**config.mk**
```make
export PLATFORM = sky130hd
export DESIGN_NAME = rr_arbiter_8
export DESIGN_NICKNAME = d
export VERILOG_FILES = /design/src/rtl/rr_arb_pkg.sv /design/src/rtl/rr_pick.sv /design/src/rtl/rr_arbiter_8.sv
export SDC_FILE = /design/constraint.sdc
export NUM_CORES = 1
export LEC_CHECK = 0
export ABC_AREA = 1
export CAP_MARGIN = 15
export CORE_UTILIZATION = 43
export DETAILED_ROUTE_END_ITERATION = 12
export DONT_BUFFER_PORTS = 1
export GPL_TIMING_DRIVEN = 0
export HOLD_SLACK_MARGIN = 0.1
export PLACE_DENSITY = 0.69
export SLEW_MARGIN = 20
export SYNTH_ARGS = -nofsm -noshare
export SYNTH_HDL_FRONTEND = slang
export SYNTH_SLANG_ARGS = --single-unit
```
**constraint.sdc**
```tcl
create_clock -name clk -period 6.3 [get_ports clk]
set_input_delay 0.63 -clock clk [delete_from_list [all_inputs] [get_ports clk]]
set_output_delay 0.63 -clock clk [all_outputs]
set_load 0.05 [all_outputs]
```
**src/rtl/rr_arb_pkg.sv**
```systemverilog
// Shared constants and types for the 8-way round-robin arbiter.
// Exports RR_N, RR_IDX_W, RR_TIMEOUT and the FSM state type rr_state_t.
package rr_arb_pkg;

  localparam int RR_N       = 8;
  localparam int RR_IDX_W   = 3;
  localparam int RR_TIMEOUT = 16;

  typedef enum logic {
    IDLE = 1'b0,
    BUSY = 1'b1
  } rr_state_t;

endpackage

```
**src/rtl/rr_pick.sv**
```systemverilog
// Combinational rotate-priority picker: first eligible request at or after ptr.
// Ports: req/mask (N-bit, masked bits ineligible), ptr (start index) ->
//   pick (one-hot or zero), pick_idx (winner index), any (a winner exists).
module rr_pick
  import rr_arb_pkg::*;
(
  input  logic [RR_N-1:0]     req,
  input  logic [RR_N-1:0]     mask,
  input  logic [RR_IDX_W-1:0] ptr,
  output logic [RR_N-1:0]     pick,
  output logic [RR_IDX_W-1:0] pick_idx,
  output logic                any
);

  logic [RR_N-1:0]     elig;
  logic [RR_IDX_W-1:0] idx;

  always_comb begin
    elig     = req & ~mask;
    idx      = '0;
    pick_idx = '0;
    any      = 1'b0;
    // The 3-bit add wraps 7 -> 0, giving the rotated scan order.
    for (int k = 0; k < RR_N; k++) begin
      idx = ptr + RR_IDX_W'(k);
      if (!any && elig[idx]) begin
        any      = 1'b1;
        pick_idx = idx;
      end
    end
    pick = any ? (RR_N'(1) << pick_idx) : '0;
  end

endmodule

```
**src/rtl/rr_arbiter_8.sv**
```systemverilog
// Eight-way round-robin arbiter with a registered one-hot grant that is
// held until the owner releases (done pulse or its req dropping).
// Ports: clk, rst (async, active-high), req[7:0], done ->
//   grant[7:0] (one-hot or zero), grant_valid (OR of grant), timeout.
// Optional macro RR_ARBITER_TIMEOUT_EN adds a hold counter that forces a
// release after TIMEOUT cycles and pulses timeout; otherwise timeout = 0.
module rr_arbiter_8
  import rr_arb_pkg::*;
#(
  parameter int N       = RR_N,
  parameter int TIMEOUT = RR_TIMEOUT
) (
  input  logic         clk,
  input  logic         rst,
  input  logic [N-1:0] req,
  input  logic         done,
  output logic [N-1:0] grant,
  output logic         grant_valid,
  output logic         timeout
);

  if (N != RR_N) begin : g_bad_n
    $error("rr_arbiter_8: N must be 8");
  end
  if (TIMEOUT < 2 || TIMEOUT > 65535) begin : g_bad_to
    $error("rr_arbiter_8: TIMEOUT out of range 2..65535");
  end

  rr_state_t           state_q, state_d;
  logic [RR_IDX_W-1:0] ptr_q, ptr_d;
  logic [RR_IDX_W-1:0] owner_q, owner_d;
  logic [RR_N-1:0]     grant_q, grant_d;
  logic                gv_q;

  logic [RR_N-1:0]     pick_mask;
  logic [RR_IDX_W-1:0] pick_ptr;
  logic [RR_N-1:0]     pick;
  logic [RR_IDX_W-1:0] pick_idx;
  logic                pick_any;

  logic                owner_req;
  logic                norm_rel;
  logic                force_rel;
  logic                rel;
  logic                new_grant;

  // While busy, the picker already runs from owner+1 with the owner masked,
  // so a release can hand over on the same edge.
  always_comb begin
    pick_ptr  = ptr_q;
    pick_mask = '0;
    if (state_q == BUSY) begin
      pick_ptr  = owner_q + 1'b1;
      pick_mask = grant_q;
    end
  end

  rr_pick u_pick (
    .req      (req),
    .mask     (pick_mask),
    .ptr      (pick_ptr),
    .pick     (pick),
    .pick_idx (pick_idx),
    .any      (pick_any)
  );

  assign owner_req = req[owner_q];
  assign norm_rel  = done || !owner_req;
  assign rel       = norm_rel || force_rel;

  always_comb begin
    state_d   = state_q;
    ptr_d     = ptr_q;
    owner_d   = owner_q;
    grant_d   = grant_q;
    new_grant = 1'b0;
    unique case (state_q)
      IDLE: begin
        if (pick_any) begin
          grant_d   = pick;
          owner_d   = pick_idx;
          state_d   = BUSY;
          new_grant = 1'b1;
        end
      end
      BUSY: begin
        if (rel) begin
          ptr_d = owner_q + 1'b1;
          if (pick_any) begin
            grant_d   = pick;
            owner_d   = pick_idx;
            new_grant = 1'b1;
          end else begin
            grant_d = '0;
            state_d = IDLE;
          end
        end
      end
      default: begin
        state_d = IDLE;
        grant_d = '0;
      end
    endcase
  end

  always_ff @(posedge clk or posedge rst) begin
    if (rst) begin
      state_q <= IDLE;
      ptr_q   <= '0;
      owner_q <= '0;
      grant_q <= '0;
      gv_q    <= 1'b0;
    end else begin
      state_q <= state_d;
      ptr_q   <= ptr_d;
      owner_q <= owner_d;
      grant_q <= grant_d;
      gv_q    <= |grant_d;
    end
  end

`ifdef RR_ARBITER_TIMEOUT_EN
  localparam logic [15:0] CNT_LAST = 16'(TIMEOUT - 1);

  logic [15:0] cnt_q;
  logic        to_q;

  assign force_rel = (state_q == BUSY) && (cnt_q == CNT_LAST);

  always_ff @(posedge clk or posedge rst) begin
    if (rst) begin
      cnt_q <= '0;
      to_q  <= 1'b0;
    end else begin
      // A release by done/req-drop on the same edge is not a timeout.
      to_q <= force_rel && !norm_rel;
      if (new_grant) begin
        cnt_q <= '0;
      end else if (state_q == BUSY) begin
        cnt_q <= cnt_q + 16'd1;
      end
    end
  end

  assign timeout = to_q;
`else
  assign force_rel = 1'b0;
  assign timeout   = 1'b0;
`endif

  assign grant       = grant_q;
  assign grant_valid = gv_q;

endmodule

```
## After elaboration in Yosys (flattened, before gate mapping)

Cells that the tools add are included.
Widths: inputs -> output; s select.

- Add/subtract/negate cells: 8
- $mul: 0
- Div/mod/pow operators: 0
- Order comparisons: 9
- Equal/unequal tests: 1
- Shift operators: 1
- Multiplexer cells: 46
- Bitwise gates (word level): 3
- Reduce and logical (&&, ||, !) cells: 18

Operators by type and width:

| operator | number |
|---|---|
| $lt 3x4->1 const B | 9 |
| $mux 3 | 11 |
| $mux 8 | 4 |
| $bmux 1 s3 | 9 |
| $mux 1 | 19 |
| $pmux 8 s2 | 1 |
| $add 3x3->3 const B | 4 |
| $and 8x8->8 | 1 |
| $logic_not 1->1 | 8 |
| $not 8->8 | 1 |
| $reduce_or 8->1 | 1 |
| $shl 1x3->8 const A | 1 |
| $logic_and 1x1->1 | 7 |
| $add 3x1->3 const B | 2 |
| $add 3x2->3 const B | 2 |
| $pmux 3 s2 | 1 |
| $ne 2x1->1 const B | 1 |
| $pmux 1 s2 | 1 |
| $reduce_and 2->1 | 1 |
| $logic_or 1x1->1 | 1 |
| $not 1->1 | 1 |

- Bits in registers: 16
- Latch bits: 0
- Memory bits (writable): 0
- ROM bits: 0
- Input bits: 11
- Logic and storage cells: 91
- Memories: 0

## Depth between registers and ports, before layout

Gate-level depths: netlist of run 1.

- Word-level depth: 32
- Depth in mapped cells: 26
- Mapped depth without buffers: 24

## Hierarchy

From an unflattened synthesis of run 1, not the netlist that was laid out.

- Cells, all modules: 329
- Area, all modules: 2088.3 um^2

By module, submodules not included:

| module | instances | cells each | area each (um^2) | seq. area each (um^2) |
|---|---|---|---|---|
| rr_arbiter_8 | 1 | 161 | 1083.5 | 400.4 |
| rr_pick | 1 | 168 | 1004.7 | 0.0 |

## Worst setup path before layout of run 1

OpenSTA, ideal clock, no wires.

- Path kind: register -> register
- Start: reg owner_q[0]
- End: reg gv_q (netlist: grant_valid)
- Arrival time: 2.781 ns
- Setup slack: 3.400 ns
- Stages on the path, launching flop included: 24
- Buffers on the path: 0
- Clock period less this slack: 2.900 ns
- Path through: dfrtp_1 -> ha_1 -> inv_1 -> nand2_1 -> o21ai_4 -> ha_1 -> inv_1 -> nand3_1 -> nand2_2 -> nand2_2 -> nand2_4 -> nor2_1 -> nand2_1 -> nor2_1 -> nor2_1 -> nand3_1 -> nor2_1 -> nand3_2 -> nand3_1 -> nand2_1 -> nand2_1 -> nand2_1 -> nor2_1 -> nand2_1

- Cells in the longest elaborated chain, start to end: 31
- Elaborated cells between the ends (all ways): 65

RTL lines:

| item | RTL line | text |
|---|---|---|
| start: declaration | rr_arbiter_8.sv:31 | `logic [RR_IDX_W-1:0] owner_q, owner_d;` |
| start signal: assignment | rr_arbiter_8.sv:116 | `owner_q <= owner_d;` |
| parallel branches: the longest is 29 deep, another holds $add 3x1->3 | n/a |  |
| $pmux 8 s2 * | rr_arbiter_8.sv:77 | `unique case (state_q)` |
| $reduce_or 8->1 * | rr_arbiter_8.sv:118 | `gv_q <= \|grant_d;` |
| end signal: assignment | rr_arbiter_8.sv:118 |  |
| end: declaration | rr_arbiter_8.sv:33 | `logic gv_q;` |

Mark *: on every way between the ends. The select of a mux whose other input is x is not followed.
A chain may end at the register's enable or synchronous reset.

## Worst setup path in the final report of run 1

Ends and elaborated chain as after synthesis.

==> results of run 1 <==
[cells by family (layout without fill, tap and decap cells)]
kind of cell    after synthesis  count (layout)  share of synthesized area
compound gates               37              37                      0.124
fa+ha+maj                     3               3                     0.0190
buf+inv                      45              48                      0.110
flops                        16              16                      0.203
other cells                   1               1                    0.00190
simple gates                219             219                      0.542
[final cells by class]
class / count / area [um2] / area share
multi-input combinational: 260 / 1350 / 0.652
buffer: 7 / 71.3 / 0.0343
sequential: 16 / 400 / 0.193
inverter: 38 / 145 / 0.0699
tap: 52 / 65.1 / 0.0313
clock buffer: 3 / 41.3 / 0.0199
[worst min path at each step]
stage	slack (ns)	start	cells after the start	endpoint
after global routing	0.39	rst	1	grant_valid$_DFF_PP0_
after floorplan	0.50	ptr_q[0]$_DFFE_PP0P_	2	ptr_q[0]$_DFFE_PP0P_
after detailed placement	0.54	ptr_q[0]$_DFFE_PP0P_	2	ptr_q[0]$_DFFE_PP0P_
final	0.33	rst	1	grant[5]$_DFF_PP0_
after global placement	0.53	ptr_q[0]$_DFFE_PP0P_	2	ptr_q[0]$_DFFE_PP0P_
after CTS	0.35	rst	1	grant[3]$_DFF_PP0_
[flip-flops by register name, summed over array words and instances, names as in the netlist]
| name | flops |
|---|---|
| ptr_q | 3 |
| owner_q | 3 |
| grant | 8 |
| grant_valid | 1 |
| state_q | 1 |
[cell usage in the layout (no fill, tap or decap)]
cell type and instances:
sky130_fd_sc_hd__nand2_1 118, sky130_fd_sc_hd__nand3_1 35, sky130_fd_sc_hd__inv_1 34, sky130_fd_sc_hd__nor2_1 23, sky130_fd_sc_hd__dfrtp_1 16, sky130_fd_sc_hd__o21ai_0 15
sky130_fd_sc_hd__nand2_2 13, sky130_fd_sc_hd__a31oi_1 8, sky130_fd_sc_hd__or2_2 8, sky130_fd_sc_hd__nand4_1 6, sky130_fd_sc_hd__buf_6 5, sky130_fd_sc_hd__nand2_4 5
sky130_fd_sc_hd__a21oi_1 3, sky130_fd_sc_hd__inv_2 3, sky130_fd_sc_hd__o21ai_2 3, sky130_fd_sc_hd__nand3_2 3, sky130_fd_sc_hd__nor2_8 3, sky130_fd_sc_hd__ha_1 3
sky130_fd_sc_hd__clkbuf_8 3, sky130_fd_sc_hd__buf_4 2, sky130_fd_sc_hd__o21ai_4 2, sky130_fd_sc_hd__nor2_2 2, sky130_fd_sc_hd__o22ai_1 1, sky130_fd_sc_hd__a311oi_1 1
sky130_fd_sc_hd__inv_4 1, sky130_fd_sc_hd__or2_1 1, sky130_fd_sc_hd__o21a_2 1, sky130_fd_sc_hd__nand3_4 1, sky130_fd_sc_hd__a21oi_2 1, sky130_fd_sc_hd__nand4_2 1
sky130_fd_sc_hd__a21boi_0 1, sky130_fd_sc_hd__o21ai_1 1, sky130_fd_sc_hd__conb_1 1
[critical path, cell delays in order, from the launching register on]
cell and delay, ns:
sky130_fd_sc_hd__dfrtp_1 0.49, sky130_fd_sc_hd__ha_1 0.33, sky130_fd_sc_hd__inv_1 0.13, sky130_fd_sc_hd__nand2_1 0.11, sky130_fd_sc_hd__o21ai_4 0.13, sky130_fd_sc_hd__ha_1 0.34
sky130_fd_sc_hd__inv_1 0.21, sky130_fd_sc_hd__nand3_1 0.10, sky130_fd_sc_hd__nand2_1 0.12, sky130_fd_sc_hd__nand2_2 0.09, sky130_fd_sc_hd__nand2_4 0.10, sky130_fd_sc_hd__nor2_1 0.06
sky130_fd_sc_hd__nand2_1 0.10, sky130_fd_sc_hd__nor2_1 0.05, sky130_fd_sc_hd__nor2_1 0.13, sky130_fd_sc_hd__nand3_1 0.09, sky130_fd_sc_hd__nor2_1 0.12, sky130_fd_sc_hd__nand3_2 0.13
sky130_fd_sc_hd__nand3_1 0.12, sky130_fd_sc_hd__nand2_1 0.06, sky130_fd_sc_hd__nand2_1 0.09, sky130_fd_sc_hd__nand2_1 0.06, sky130_fd_sc_hd__nor2_1 0.10, sky130_fd_sc_hd__nand2_1 0.06
[through the flow]
step            util  std cells
6_report       0.474        376
5_1_grt        0.474        376
4_1_cts        0.474        376
3_5_place_dp   0.464        373
3_3_place_gp   0.464        373
2_1_floorplan      -        321
[per-layer routing]
layer  part of all wire  wire (um)  track usage
met5                  0          0            0
met4              0.016         75       0.0711
met3              0.053        253       0.0262
met2               0.46       2160        0.343
met1               0.47       2250        0.276
==> run_results.csv, run 1 <==
group,metric,value,unit
setup_path,worstPathMaxFanout,9,
setup_path,setup.worst_path.start,"owner_q[0]$_DFFE_PP0P_",
synthesis,synth_top_area_cell,"sky130_fd_sc_hd__nand2_1",
global_routing,grt_pass1_wl,8.16,mm
sta,layout_worst_path_cycle_share,0.545,
synthesis,syn-num-nets,335,
clock_network,post_cts_resized,0,
global_routing,antenna_found_initial,0,
synthesis,syn-instance-count,321,
sta,tightest_hold_margin,0.334,ns
sta,final_setup_tns,0,ns
sta,max-slew-margin-rel,0.601,
layout,insertedDiodeCount,0,
route,vias,1942,
placed_design,dpl.hpwl,3.94,mm
clock_network,cts_hold_repair.buffers,0,
clock_network,path_clk_slew,0.06,ns
setup_path,reg2reg_setup_slack,2.87,ns
placed_design,placed_cell_area,2040,um2
synthesis,number_of_flops_mapped_to_enable_cells_by_yosys,0,
sta,max_freq,0.291,GHz
setup_path,reg_to_reg_critical_path_startpoint,"owner_q[0]$_DFFE_PP0P_",
clock_network,number_of_cts_inserted_buffers,3,
placed_design,gp_routability_congestion,0.911,
clock_network,clk_path_buf_depth,2,
floorplanning,std_cell_rows,24,
floorplanning,chipHeight,69.7,um
sta,layout_min_cycle_time,3.43,ns
floorplanning,starting_density_of_the_core,0.449,
clock_network,post_cts.repair.setup_buffers,0,
min_path,hold_class,"input port to asynchronous set/reset pin",
setup_path,startpoint_type,"flop",
synthesis,postSynthRegisterBits,16,
sta,timing_hold_violations_final,0,
sta,worst_clock_skew,0.00112,ns
layout,final_nets,340,
floorplanning,i_o_pin_count,21,
layout,areaGrowthSynthToFinish,5.40,%
setup_path,required,6.44,ns
synthesis,async_reset_ff_frac,1.00,
synthesis,postSynth.topFlopCell,"sky130_fd_sc_hd__dfrtp_1",
synthesis,synth.avg_cell_area,6.14,um2
global_routing,gr-usage-all-layers,0.207,
route,avgViaCountPerCell,5.16,
sta,maxSlewViolCount,0,
setup_path,critical_path_destination,"grant_valid$_DFF_PP0_",
setup_path,crit_path_end_kind,"flop",
synthesis,synth_seq_area_share,0.203,
synthesis,synth.area.top_cells,"sky130_fd_sc_hd__nand2_1, sky130_fd_sc_hd__dfrtp_1, sky130_fd_sc_hd__nand3_1, sky130_fd_sc_hd__inv_1, sky130_fd_sc_hd__nor2_1",
route,avgRoutedWirePerCell,12.6,um
layout,drive_gt1_frac,0.176,
clock_network,cts_tree,"yes",
global_routing,vias_in_the_first_global_route,1813,
placed_design,dp_worst_setup_slack,2.86,ns
placed_design,port_buffers,0,
layout,fillers,469,
route,wirelength,4.74,mm
global_routing,grt_max_degree,17,
setup_path,worstSetupPathType,"flop to flop",
route,drtPass1Iterations,4,
floorplanning,die_width,69.7,um
clock_network,clock_latency,0.25,ns
sta,worst_slack,2.87,ns
floorplanning,core_region_area,4380,um2
route,final_antenna_net_count,0,
setup_path,worst_r2r_endpoint,"grant_valid$_DFF_PP0_",
setup_path,arrival,3.57,ns
setup_path,rr_worst_depth,23,
status,run_status,"completed",
sta,timing_worst_slew_pin_value,0.598,ns
floorplanning,die_footprint,4860,um2
synthesis,yosysUniqueCellTypes,32,
synthesis,synth.top_cell.area_share,0.225,
route,dr.first_iter.drc_count,110,
route,dr_drc_count,0,
clock_network,cts-root-buf,"sky130_fd_sc_hd__clkbuf_8",
synthesis,synth_most_common_cell,"sky130_fd_sc_hd__nand2_1",
global_routing,overflow,0,
layout,finish.instance_area,2080,um2
synthesis,synthesis.area,1970,um2
sta,timing.final.setup_violations,0,
sta,rsz0062_at_grt,"false",
clock_network,htree_levels,1,
synthesis,synthesis_warnings,0,
clock_network,clock_sink_count,16,
run,maxCapViolCount,0,
synthesis,synth.cells.most_frequent,"sky130_fd_sc_hd__nand2_1, sky130_fd_sc_hd__nand3_1, sky130_fd_sc_hd__inv_1, sky130_fd_sc_hd__nor2_1, sky130_fd_sc_hd__dfrtp_1",
Power of run 1 is left out: the tool's default activity adds up to more than one toggle a clock period on the data nets, which glitch-free logic cannot reach.
==> run 2, diff against run 1 <==
- clock period: 6.3 -> 3.35 ns (I/O delays scaled with it)
==> run_results.csv, run 2 (synthesis results as in run 1) <==
group,metric,value,unit
route,avgViaCountPerCell,5.10,
sta,timing_worst_slew_pin_value,0.606,ns
min_path,hold_class,"input port to flop",
layout,most-common-layout-cells,"sky130_fd_sc_hd__nand2_1, sky130_fd_sc_hd__nand3_1, sky130_fd_sc_hd__inv_1",
sta,timing_hold_violations_final,0,
clock_network,path_clk_slew,0.06,ns
setup_path,required,3.49,ns
sta,timing.final.setup_violations,0,
global_routing,antenna_found_initial,0,
clock_network,clk_path_buf_depth,2,
layout,insertedDiodeCount,0,
route,drtPass1Iterations,5,
floorplanning,starting_density_of_the_core,0.449,
sta,rsz0062_at_grt,"false",
placed_design,dpl.hpwl,3.94,mm
run,maxCapViolCount,0,
clock_network,clock_latency,0.25,ns
sta,worst_clock_skew,0.00342,ns
layout,layout.cells.most_common,"sky130_fd_sc_hd__nand2_1",
sta,maxSlewViolCount,0,
route,dr.first_iter.drc_count,103,
floorplanning,chipHeight,69.7,um
route,wirelength,4.80,mm
setup_path,worstPathMaxFanout,10,
route,dr_drc_count,0,
setup_path,arrival,3.20,ns
sta,layout_worst_path_cycle_share,0.913,
placed_design,port_buffers,0,
floorplanning,core_region_area,4380,um2
route,vias,1949,
floorplanning,die_footprint,4860,um2
clock_network,cts_tree,"yes",
sta,layout_min_cycle_time,3.06,ns
route,avgRoutedWirePerCell,12.6,um
global_routing,vias_in_the_first_global_route,1813,
route,final_antenna_net_count,0,
global_routing,overflow,0,
layout,fillers,455,
layout,areaGrowthSynthToFinish,9.52,%
floorplanning,std_cell_rows,24,
status,run_status,"completed",
global_routing,grt_max_degree,17,
layout,drive_gt1_frac,0.209,
sta,tightest_hold_margin,0.511,ns
floorplanning,die_width,69.7,um
setup_path,crit_path_end_kind,"flop",
global_routing,grt_pass1_wl,8.16,mm
placed_design,gp_routability_congestion,0.911,
clock_network,htree_levels,1,
sta,max-slew-margin-rel,0.596,
layout,final_nets,346,
clock_network,number_of_cts_inserted_buffers,3,
clock_network,cts-root-buf,"sky130_fd_sc_hd__clkbuf_8",
sta,max_freq,0.327,GHz
clock_network,clock_sink_count,16,
setup_path,worstSetupPathType,"flop to flop",
global_routing,gr-usage-all-layers,0.207,
layout,largest_register_ffs,8,
setup_path,startpoint_type,"flop",
floorplanning,i_o_pin_count,21,
run 2: cell types whose count changed in the layout (fill, tap and decap cells not counted), sizes merged:
cell	before	now
buf	7	12
dlygate4sd3	0	1
run 2: critical path, cell delays in order, from the launching register on:
cell and delay (ns):
sky130_fd_sc_hd__dfrtp_2 0.45, sky130_fd_sc_hd__ha_1 0.30, sky130_fd_sc_hd__inv_2 0.05, sky130_fd_sc_hd__o21ai_2 0.15, sky130_fd_sc_hd__buf_6 0.16, sky130_fd_sc_hd__ha_1 0.17, sky130_fd_sc_hd__nand3_1 0.13, sky130_fd_sc_hd__nand2_4 0.13
sky130_fd_sc_hd__inv_1 0.06, sky130_fd_sc_hd__nand2_2 0.08, sky130_fd_sc_hd__nand2_4 0.08, sky130_fd_sc_hd__nor2_8 0.15, sky130_fd_sc_hd__nand3_4 0.10, sky130_fd_sc_hd__nor2_8 0.15, sky130_fd_sc_hd__nand4_1 0.13, sky130_fd_sc_hd__nand3_2 0.16
sky130_fd_sc_hd__inv_2 0.07, sky130_fd_sc_hd__nand3_1 0.07, sky130_fd_sc_hd__nand2_1 0.05, sky130_fd_sc_hd__nand2_1 0.07, sky130_fd_sc_hd__nand2_1 0.05, sky130_fd_sc_hd__nor2_1 0.10, sky130_fd_sc_hd__nand2_1 0.06
run 2: what timing repair did:
action	in CTS	in global routing
buffers inserted	0	5
cloned	0	0
endpoints found under the hold margin	16	0
endpoints found under the setup margin	1	10
pin swaps	0	1
hold buffers	1	0
gates resized for setup	2	9
run 2: path summary, 6_finish.rpt:
check | startpoint | endpoint | slack [ns] | depth (start not counted)
min reg2reg | owner_q[1]$_DFFE_PP0P_ | owner_q[1]$_DFFE_PP0P_ | 0.55 | 2
max in group asynchronous | rst | owner_q[1]$_DFFE_PP0P_ | 2.33 | 2
max reg2reg | owner_q[0]$_DFFE_PP0P_ | grant_valid$_DFF_PP0_ | 0.29 | 22
min | done | ptr_q[0]$_DFFE_PP0P_ | 0.51 | 5
max | owner_q[0]$_DFFE_PP0P_ | grant_valid$_DFF_PP0_ | 0.29 | 22
min in group asynchronous | rst | owner_q[2]$_DFFE_PP0P_ | 0.60 | 2
run 2: layout make-up:
class | count | area, um2 | area share
Multi-Input combinational cell | 260 | 1380 | 0.639
Sequential cell | 16 | 403 | 0.187
Inverter | 38 | 148 | 0.0684
Buffer | 7 | 75.1 | 0.0348
Tap cell | 52 | 65.1 | 0.0301
Timing Repair Buffer | 6 | 47.5 | 0.0220
Clock buffer | 3 | 41.3 | 0.0191
run 2: per-stage QoR:
stage / util / worst slack [ns] / cells / instance area, um2 / TNS (ns)
final: 0.492 / 0.292 / 382 / 2160 / 0
after global routing: 0.492 / 0.0115 / 382 / 2160 / 0
after CTS: 0.476 / 0.0219 / 377 / 2090 / 0
after detailed placement: 0.464 / -0.0870 / 373 / 2040 / -0.0870
after global placement: 0.464 / -0.00367 / 373 / 2040 / -0.00367
after floorplan: - / 0.450 / 321 / 1970 / 0
run 2: routing by layer:
layer | global-route usage | vias to the layer above | share of wire
li1 | - | 1049 | -
met1 | 0.276 | 850 | 0.49
met2 | 0.343 | 41 | 0.46
met3 | 0.0262 | 9 | 0.035
met4 | 0.0711 | 0 | 0.019
met5 | 0 | - | 0
Power of run 2 is left out for the same reason.
